`src/rtl/run_pattern_gen.sv`:
```
// run_pattern_gen: buffers run commands {bit, len} in a small FIFO and
// serializes them onto the detector input w. z_exp predicts, cycle by cycle,
// when a four-in-a-row detector watching w should assert.
//
// state | meaning
// ------+---------------------------------------------------------------
// IDLE  | no run in progress, w holds its last value, w_valid low
// DRIVE | w carries a commanded bit, remaining counts down to the run end

module run_pattern_gen #(
  parameter int LEN_W = 4,
  parameter int DEPTH = 4
) (
  input  logic                   clk,
  input  logic                   rst,
  input  logic                   cmd_valid,
  output logic                   cmd_ready,
  input  logic                   cmd_bit,
  input  logic [LEN_W-1:0]       cmd_len,
  output logic                   w,
  output logic                   w_valid,
  output logic                   busy,
  output logic [$clog2(DEPTH):0] fifo_count,
  output logic                   z_exp
);

  localparam int PTR_W = $clog2(DEPTH);
  localparam int CNT_W = PTR_W + 1;
  localparam logic [CNT_W-1:0] FULL_CNT = CNT_W'(DEPTH);

  typedef enum logic {S_IDLE, S_DRIVE} state_t;

  state_t             state;
  logic [LEN_W:0]     mem [DEPTH];
  logic [PTR_W-1:0]   wr_ptr;
  logic [PTR_W-1:0]   rd_ptr;
  logic [CNT_W-1:0]   count;
  logic [LEN_W-1:0]   remaining;
  logic [LEN_W:0]     head;
  logic               push;
  logic               pop;
  logic [2:0]         streak;
  logic [2:0]         streak_next;
  logic               w_prev;

  // Ready looks only at the current count, so a full FIFO never accepts even
  // when the head is leaving on the same edge.
  assign cmd_ready  = (count < FULL_CNT);
  assign push       = cmd_valid && cmd_ready;
  assign head       = mem[rd_ptr];
  // A new command is taken when idle, or on the last cycle of the current run
  // so consecutive runs follow each other without a gap.
  assign pop        = (count != '0) &&
                      ((state == S_IDLE) || (remaining == '0));
  assign busy       = (state == S_DRIVE) || (count != '0);
  assign fifo_count = count;

  // Command FIFO: storage, pointers and occupancy.
  always_ff @(posedge clk or negedge rst) begin
    if (!rst) begin
      for (int i = 0; i < DEPTH; i++) begin
        mem[i] <= '0;
      end
      wr_ptr <= '0;
      rd_ptr <= '0;
      count  <= '0;
    end else begin
      if (push) begin
        mem[wr_ptr] <= {cmd_bit, cmd_len};
        wr_ptr      <= wr_ptr + 1'b1;
      end
      if (pop) begin
        rd_ptr <= rd_ptr + 1'b1;
      end
      case ({push, pop})
        2'b10:   count <= count + 1'b1;
        2'b01:   count <= count - 1'b1;
        default: count <= count;
      endcase
    end
  end

  // Serializer FSM with registered w / w_valid and the run-length down-counter.
  always_ff @(posedge clk or negedge rst) begin
    if (!rst) begin
      state     <= S_IDLE;
      w         <= 1'b0;
      w_valid   <= 1'b0;
      remaining <= '0;
    end else begin
      case (state)
        S_IDLE: begin
          if (pop) begin
            w         <= head[LEN_W];
            remaining <= head[LEN_W-1:0];
            w_valid   <= 1'b1;
            state     <= S_DRIVE;
          end else begin
            w_valid <= 1'b0;
          end
        end
        S_DRIVE: begin
          if (remaining == '0) begin
            if (pop) begin
              w         <= head[LEN_W];
              remaining <= head[LEN_W-1:0];
              w_valid   <= 1'b1;
            end else begin
              w_valid <= 1'b0;
              state   <= S_IDLE;
            end
          end else begin
            remaining <= remaining - 1'b1;
          end
        end
        default: begin
          state   <= S_IDLE;
          w_valid <= 1'b0;
        end
      endcase
    end
  end

  // Streak length of identical w samples, saturating at four; idle hold
  // cycles count because the detector samples w every clock.
  always_comb begin
    streak_next = 3'd1;
    if (streak == 3'd0) begin
      streak_next = 3'd1;
    end else if (w == w_prev) begin
      streak_next = (streak == 3'd4) ? 3'd4 : streak + 3'd1;
    end
  end

  // Expected detector output, registered together with the streak.
  always_ff @(posedge clk or negedge rst) begin
    if (!rst) begin
      streak <= 3'd0;
      w_prev <= 1'b0;
      z_exp  <= 1'b0;
    end else begin
      streak <= streak_next;
      w_prev <= w;
      z_exp  <= (streak_next == 3'd4);
    end
  end

endmodule

```
`config.mk`:
```
export PLATFORM = sky130hd
export DESIGN_NAME = run_pattern_gen
export DESIGN_NICKNAME = d
export VERILOG_FILES = /design/src/rtl/run_pattern_gen.sv
export SDC_FILE = /design/constraint.sdc
export NUM_CORES = 1
export LEC_CHECK = 0
export ABC_AREA = 0
export ABC_CLOCK_PERIOD_IN_PS = 4000
export BUFFER_PORTS_ARGS = -buffer_cell sky130_fd_sc_hd__buf_2
export CAP_MARGIN = 20
export CORE_MARGIN = 3
export CORE_UTILIZATION = 40
export DETAILED_ROUTE_END_ITERATION = 10
export GPL_TIMING_DRIVEN = 0
export SYNTH_ARGS = -nofsm -noshare
export SYNTH_HDL_FRONTEND = slang
export SYNTH_SLANG_ARGS = --single-unit
export TNS_END_PERCENT = 30
```
`constraint.sdc`:
```
create_clock -name clk -period 4 [get_ports clk]
set_clock_uncertainty 0.2 [all_clocks]
set_input_delay 0.8 -clock clk [delete_from_list [all_inputs] [get_ports clk]]
set_output_delay 0.8 -clock clk [all_outputs]
set_load 0.01 [all_outputs]
```
---- Yosys cells after proc, flatten, opt, wreduce, memory -nomap -nowiden ----
Index checks and enable logic that the tools add are counted.
word-level totals
  bits in registers ....................... 39
  bits in latches ......................... 0
  bits in read-only memories .............. 0
  memories ................................ 0
  bits in writable memories ............... 0
  output and inout bits ................... 8
operators by class
  equal/unequal tests ..................... 6
  shift-type cells ........................ 0
  muxes and demuxes ....................... 21
  magnitude comparators ................... 4
  $mul .................................... 0
  divide/modulo/power cells ............... 0
  bitwise operators ....................... 3
  $add $sub $neg .......................... 6
  reduce and logical (&&, ||, !) cells .... 9
operator list
  kind                                                                    count
  20-bit bitwise mux                                                      1
  5-bit 2-to-1 mux                                                        3
  5-bit binary-select mux with 2-bit select                               1
  5-bit demux with 2-bit select                                           1
  3-bit 2-to-1 mux                                                        3
  4-bit 2-to-1 mux                                                        2
  4-bit case mux with 2 select lines                                      1
  3-bit by 1-bit adder with 3-bit output (second input constant)          2
  3-bit equality test (second input constant)                             2
  3-bit >= comparator (second input constant)                             2
  2-bit NOT with 3-bit output                                             2
  1-bit case mux with 2 select lines                                      3
  3-bit case mux with 2 select lines                                      1
  1-bit 2-to-1 mux                                                        5
  2-bit by 1-bit adder with 2-bit output (second input constant)          2
  4-bit zero test                                                         1
  4-bit by 1-bit subtractor with 4-bit output (second input constant)     1
  1-bit logical AND                                                       3
  3-bit zero test                                                         1
  3-bit by 1-bit < comparator with 1-bit output (second input constant)   1
  3-bit < comparator (second input constant)                              1
  3-bit nonzero test                                                      1
  3-bit by 1-bit subtractor with 3-bit output (second input constant)     1
  2-bit by 1-bit equality test with 1-bit output (second input constant)  1
  6 further kinds                                                         7

---- Depth between registers and ports, before layout ----
Gate-level depths: netlist of the first run.
  depth after elaboration ................. 7
  gate-level depth with buffers ........... 10
  gate-level depth less buffers ........... 10

---- Worst setup path after synthesis of the first run ----
Ideal clock, no wire load.
  kind .................................... reg-to-reg
  start ................................... register remaining[0]
  end ..................................... register count[2] (netlist: fifo_count[2])
  slack ................................... 1.521 ns
  data arrival time ....................... 2.199 ns
  buffers on the path ..................... 0
  stages on the path, launching flop included .. 11
  library setup time ...................... 0.080 ns
  cell sequence ........................... dfrtp_1 inv_1 ha_1 or3b_4 a21oi_4 ha_1 inv_1 fa_1 xor2_1 nor2_1 xnor2_1
on the way
  word-level cells in the longest chain between the ends .. 5
  elaborated cells between the ends (all ways) .. 7
  classes of those cells .................. eq/ne: 2; mux: 1; reduce/logical: 4
RTL lines
  what                                                                                          RTL line  text
  start: declaration                                                                            38        logic [LEN_W-1:0] remaining;
  start signal: assignment                                                                      95        remaining <= head[LEN_W-1:0];
  start signal: assignment                                                                      106       remaining <= head[LEN_W-1:0];
  start signal: assignment                                                                      113       remaining <= remaining - 1'b1;
  4-bit zero test (*)                                                                           54        ((state == S_IDLE) || (remaining == '0));
  1-bit logical OR (*)                                                                          54
  1-bit logical AND (*)                                                                         53        assign pop = (count != '0) &&
  net pop                                                                                       41        logic pop;
  2-bit by 1-bit equality test with 1-bit output / 2-bit equality test (equally long branches)  75        case ({push, pop})
  3-bit case mux with 2 select lines / 2-bit nonzero test (equally long branches)               n/a
  end signal: assignment                                                                        76        2'b10: count <= count + 1'b1;
  end signal: assignment                                                                        77        2'b01: count <= count - 1'b1;
  end signal: assignment                                                                        78        default: count <= count;
  end: declaration                                                                              37        logic [CNT_W-1:0] count;
Mark *: on every way through the listed nets, which the timed path passes. The rest lies on a longest branch.
A chain may end at the register's enable or synchronous reset.

---- Final worst setup path of the first run ----
Ends and elaborated chain as after synthesis.

==> results_dict.tcl, run 1 <==
set metrics [dict create \
    status "complete, no violations" \
    grt_pass1_vias 1163 \
    crit_path_max_incr_delay_ps 430 \
    start_util_pct 42.6 \
    route.detailed.drc 0 \
    post_synth_inst_count 146 \
    dp_worst_setup_slack_ps 1320 \
    yosys_warnings 0 \
    postLayoutCoreUtil_pct 48.0 \
    startpoint_type "register" \
    hold_path_depth 0 \
    netlist_area_mm2 0.00191 \
    critPathSlowestCell "or3b_4" \
    grt_pass1_wl_um 5600 \
    hold_violations 0 \
    drive_gt1_share_pct 32.0 \
    die_x_um 75.1 \
    powerDensity_mw_per_mm2 805 \
    min_path_type "register to register" \
    yosys.area.top_type "dfrtp_1" \
    clk_pin_slew_worst_paths_ps 70 \
    syn_avg_cell_area_um2 13.1 \
    fin_crit_sh_pct 66.8 \
    syn_to_final_growth_pct 12.6 \
    core_mm2 0.00447 \
    synthTopCellsByArea "dfrtp_1, mux2_2, mux4_1" \
    dieArea_mm2 0.00563 \
    fp-row-count 24 \
    antenna_found_initial 0 \
    dp.final_hpwl_um 2440 \
    worst_slack_ps 1330 \
    ctsHoldBuffers 0 \
    die_h_um 75.1 \
    worstPathRequired_ps 4020 \
    drtPass1Iterations 4 \
    synthDominantCellAreaShare_pct 51.1 \
    cts_max_level 2 \
    crit_chain "inv_1, ha_1, or3b_4, a21oi_4, ha_1, inv_1, fa_1, xor2_1, nor2_1, xnor2_1" \
    drv_cap 0 \
    tightestPinTransition_ps 846 \
    drtAntennaViolNets 0 \
    critPathMaxFanout 6 \
    clk_path_buf_depth 2 \
    cts-root-buf "clkbuf_8" \
    synth-seq-cells 39 \
    fin_crit_ps 2670 \
    insertion_delay_ps 290 \
    peakVddDrop_mv 0.277 \
    crit_family "adder cells" \
    io_buffer_count 15 \
    finalSetupViolCount 0 \
    clock_sinks 39 \
    rr_startpoint "remaining[0]" \
    vias 1133 \
    grt_max_degree 40 \
    grt_usage_pct 13.8 \
    antenna_cells 0 \
    holdPathEnd "w_prev" \
    drtIter0Drc 24 \
    routed_wl_um 3190 \
    nets 185 \
    cts_resized 0 \
    crit_buf_inv 2 \
    syn-num-nets 163 \
    slew_headroom_pct 43.6 \
    min_from "w" \
    wl_per_cell_um 14.4 \
    grt_setup_unrepaired "no" \
    overflow 0 \
    io_pins 16 \
    synth_cell_type_count 31 \
    fin_setup_tns_ps 0 \
    reg2reg_to "fifo_count[2]" \
    cts_tree "built" \
    cts_setup_buffers 0 \
    hold_ws_ps 285 \
    stdcell_area_mm2 0.00215 \
    slew_violations 0 \
    gp_congestion 0.813 \
    worstSetupPathType "register to register" \
    yosysSeqAreaShare_pct 51.1 \
    p_leak_nw 0.990 \
    fmax_ghz 0.374 \
    worstRegToRegCells 10 \
    via_per_inst 5.13 \
    place_area_mm2 0.00205 \
    reg2reg_slack_ps 1330 \
    cts_buffers 5 \
    worst_setup_path_end_kind "register" \
    arrival_ps 2690 \
]
## worst max path at each step
stage                  from            end  slack [ps]  depth (start not counted)
3_3_place_gp   remaining[0]  fifo_count[2]        1380                         10
6_report       remaining[0]  fifo_count[2]        1330                         10
5_1_grt        remaining[0]  fifo_count[2]        1130                         10
4_1_cts        remaining[0]  fifo_count[2]        1300                         10
3_5_place_dp   remaining[0]  fifo_count[2]        1320                         10
2_1_floorplan  remaining[0]  fifo_count[2]        1520                         10
## placed cells by master, fill, tap and decap left out, drive strengths merged
cell type  synthesis  routed
nand2b             3       3
xor2               3       3
a211oi             1       1
or3                2       2
nor2b              4       4
fa                 1       1
xnor2              6       6
o21a               1       1
mux2i              3       3
dfrtp             39      39
clkbuf             1       9
nand2             15      15
o21ai              7       7
a21o               1       1
mux2              22      22
inv               12      12
nor2               5       5
buf                2      17
nor3               1       1
mux4               5       5
ha                 8       8
or3b               1       1
o221a              1       1
o211ai             1       1
a21oi              1       1
## per-stage QoR
| stage | std cells | total power [mW] |
|---|---|---|
| 2_1_floorplan | 146 | 1.28 |
| 3_3_place_gp | 213 | 1.41 |
| 3_5_place_dp | 213 | 1.47 |
| 4_1_cts | 221 | 1.76 |
| 5_1_grt | 221 | 1.88 |
| 6_report | 221 | 1.73 |
## where the power goes
group | switching (mW) | internal, mW | leakage [nW]
sequential | 0.123 | 0.587 | 0.464
clock | 0.127 | 0.157 | 0.0515
combinational | 0.332 | 0.403 | 0.474
## area by class of cell
type,count,area [um^2]
fill,410,2330
sequential,39,976
multi-input combinational,92,867
clock buffer,8,100
timing repair buffer,15,75.1
tap,52,65.1
inverter,12,45.0
buffer,3,20.0
## metal layers
metal  vias up  track usage [%]  wire length, um  part of all wire (%)
met4         0             5.73               55                   1.7
met2        20             22.4             1590                    50
met3         6             4.54              144                   4.5
met5         -                0                0                     0
li1        548                -                -                     -
met1       559             16.8             1400                    44
## Yosys cell counts
| master | n |
|---|---|
| mux2_4 | 1 |
| buf_2 | 1 |
| o21a_1 | 1 |
| or3b_4 | 1 |
| inv_1 | 12 |
| fa_1 | 1 |
| mux4_2 | 1 |
| ha_1 | 8 |
| a211oi_1 | 1 |
| buf_6 | 1 |
| nand2_2 | 1 |
| o21ai_2 | 1 |
| mux2_2 | 21 |
| xor2_1 | 3 |
| mux4_1 | 4 |
| nor2b_1 | 4 |
| nand2_4 | 1 |
| xnor2_1 | 6 |
| a21o_1 | 1 |
| o211ai_1 | 1 |
| dfrtp_1 | 39 |
| a21oi_4 | 1 |
| clkbuf_1 | 1 |
| nor2_1 | 5 |
| or3_1 | 2 |
| mux2i_1 | 3 |
| o221a_2 | 1 |
| nand2b_1 | 3 |
| o21ai_0 | 6 |
| nand2_1 | 13 |
| nor3_2 | 1 |
## flip-flops by register name, indices dropped and copies added, names as in the netlist
| register | flops |
|---|---|
| streak | 3 |
| remaining | 4 |
| w_prev | 1 |
| mem | 20 |
| rd_ptr | 2 |
| state | 1 |
| z_exp | 1 |
| w | 1 |
| wr_ptr | 2 |
| fifo_count | 3 |
| w_valid | 1 |
## kinds of logic (layout without fill, tap and decap cells)
logic type               Yosys count  after routing  synth area share (%)
multiplexers                      30             30                  21.4
buffers and inverters             15             38                  3.41
flip-flops                        39             39                  51.1
AO/OA/AOI/OAI                     13             13                  5.05
XOR/XNOR                           9              9                  4.13
AND/OR/NAND/NOR                   31             31                  8.52
adder cells (fa/ha/maj)            9              9                  6.30
Power figures use the tool's default switching activity.
==> inputs of run 2 (changes only) <==
--- a/config.mk
+++ b/config.mk
@@ -6,7 +6,7 @@
 export NUM_CORES = 1
 export LEC_CHECK = 0
 export ABC_AREA = 0
-export ABC_CLOCK_PERIOD_IN_PS = 4000
+export ABC_CLOCK_PERIOD_IN_PS = 2750
 export BUFFER_PORTS_ARGS = -buffer_cell sky130_fd_sc_hd__buf_2
 export CAP_MARGIN = 20
 export CORE_MARGIN = 3
==> constraint.sdc (replaced) <==
create_clock -name clk -period 2.75 [get_ports clk]
set_clock_uncertainty 0.2 [all_clocks]
set_input_delay 0.55 -clock clk [delete_from_list [all_inputs] [get_ports clk]]
set_output_delay 0.55 -clock clk [all_outputs]
set_load 0.01 [all_outputs]
==> run 2 against run 1 <==
  * Clock-buffer cell count did not move
  * Sequential power rose by 45%
  * Largest cell class unchanged
  * Critical path type unchanged
  * Cell area rose by 0.70%
  * Cell count rose by 0.90%
  * Via count rose by 0.44%
  * Sequential share of layout area fell by 0.32 points
  * Maximum frequency rose by 6.3%
==> results_dict.tcl, run 2 (synthesis results as in run 1) <==
set metrics [dict create \
    antenna_found_initial 0 \
    clk_path_buf_depth 2 \
    largest_register_ffs 20 \
    slew_headroom_pct 43.3 \
    grt_setup_unrepaired "no" \
    worstSetupPathType "register to register" \
    core_mm2 0.00447 \
    nets 187 \
    die_h_um 75.1 \
    wl_per_cell_um 14.4 \
    fin_crit_ps 2510 \
    peakVddDrop_mv 0.403 \
    die_x_um 75.1 \
    final_cell_mix "dfrtp_1, mux2_2, buf_2" \
    antenna_cells 0 \
    cts_max_level 2 \
    io_buffer_count 15 \
    mostFrequentLayoutCell "dfrtp_1" \
    io_pins 16 \
    crit_start "remaining[0]" \
    reg_top3 "mem x20, remaining x4" \
    drv_cap 0 \
    drtAntennaViolNets 0 \
    startpoint_type "register" \
    arrival_ps 2530 \
    clock_sinks 39 \
    cts_buffers 5 \
    grt_pass1_vias 1163 \
    dieArea_mm2 0.00563 \
    routed_wl_um 3210 \
    fmax_ghz 0.398 \
    status "complete, no violations" \
    instances_no_fill 223 \
    finalSetupViolCount 0 \
    p_leak_nw 1.00 \
    worstPathRequired_ps 2770 \
    dp.final_hpwl_um 2440 \
    grt_max_degree 40 \
    cts_tree "built" \
    tightestPinTransition_ps 851 \
    fin_setup_tns_ps 0 \
    slew_violations 0 \
    grt_usage_pct 13.8 \
    powerDensity_mw_per_mm2 1170 \
    insertion_delay_ps 290 \
    vias 1138 \
    via_per_inst 5.10 \
    critPathMaxFanout 4 \
    rr_startpoint "remaining[0]" \
    start_util_pct 42.6 \
    worst_setup_path_end_kind "register" \
    clk_pin_slew_worst_paths_ps 70 \
    gp_congestion 0.813 \
    dp.cells 213 \
    drtPass1Iterations 4 \
    drive_gt1_share_pct 32.7 \
    top_register "mem" \
    fp-row-count 24 \
    overflow 0 \
    route.detailed.drc 0 \
    hold_violations 0 \
    min_path_type "input port to async pin" \
    fin_crit_sh_pct 91.3 \
    drtIter0Drc 37 \
    syn_to_final_growth_pct 13.4 \
    cts-root-buf "clkbuf_8" \
    power.total_mw 2.53 \
    grt_pass1_wl_um 5600 \
]
run 2: cell types whose count changed in the layout (fill, tap and decap cells not counted):
cell | previous run | this run
buf_4 | 0 | 2
run 2: area by class of cell:
| class | instances | area (um^2) |
|---|---|---|
| Buffer | 3 | 20.0 |
| Inverter | 12 | 45.0 |
| Timing Repair Buffer | 17 | 90.1 |
| Multi-Input combinational cell | 92 | 867 |
| Tap cell | 52 | 65.1 |
| Fill cell | 408 | 2310 |
| Clock buffer | 8 | 100 |
| Sequential cell | 39 | 976 |
run 2: metal layers:
layer	global-route usage, %	share of wire [%]	vias up
li1	-	-	552
met1	16.8	44	562
met2	22.4	50	18
met3	4.54	4.4	6
met4	5.73	1.7	0
met5	0	0	-
run 2: through the flow:
step | hold WS, ps | cell area [um^2] | util, % | worst slack, ps
after floorplan | 54.4 | 1910 | - | 271
after global placement | 268 | 2050 | 45.8 | 130
after detailed placement | 275 | 2050 | 45.8 | 71.5
after CTS | 188 | 2150 | 48.0 | 53.3
after global routing | 240 | 2160 | 48.4 | 39.1
final | 165 | 2160 | 48.4 | 238
run 2: worst paths after layout:
path,end,slack (ps),depth (start not counted)
hold / removal,z_exp,160,1
setup / recovery,fifo_count[2],240,10
setup reg to reg,fifo_count[2],240,10
hold reg to reg,w_prev,280,0
min in group clk,w_prev,280,0
max in group asynchronous,mem[7],1650,1
run 2: critical path, stage by stage, from the launching register on:
cell     delay [ps]
dfrtp_1         400
inv_1            60
ha_1            180
or3b_4          420
a21oi_4         160
ha_1            190
inv_1            60
fa_1            370
xor2_1          150
nor2_1          110
xnor2_1         120
run 2: timing repair:
item	in CTS	in global routing
resized for setup	0	0
buffers inserted	0	2
hold buffers	0	0
endpoints found under the setup margin	0	1
endpoints found under the hold margin	0	0
run 2: where the power goes:
group	leakage [nW]	switching [mW]	internal (mW)
Sequential	0.464	0.179	0.854
Combinational	0.485	0.486	0.599
Clock	0.0515	0.184	0.229
Total	1.00	0.849	1.68
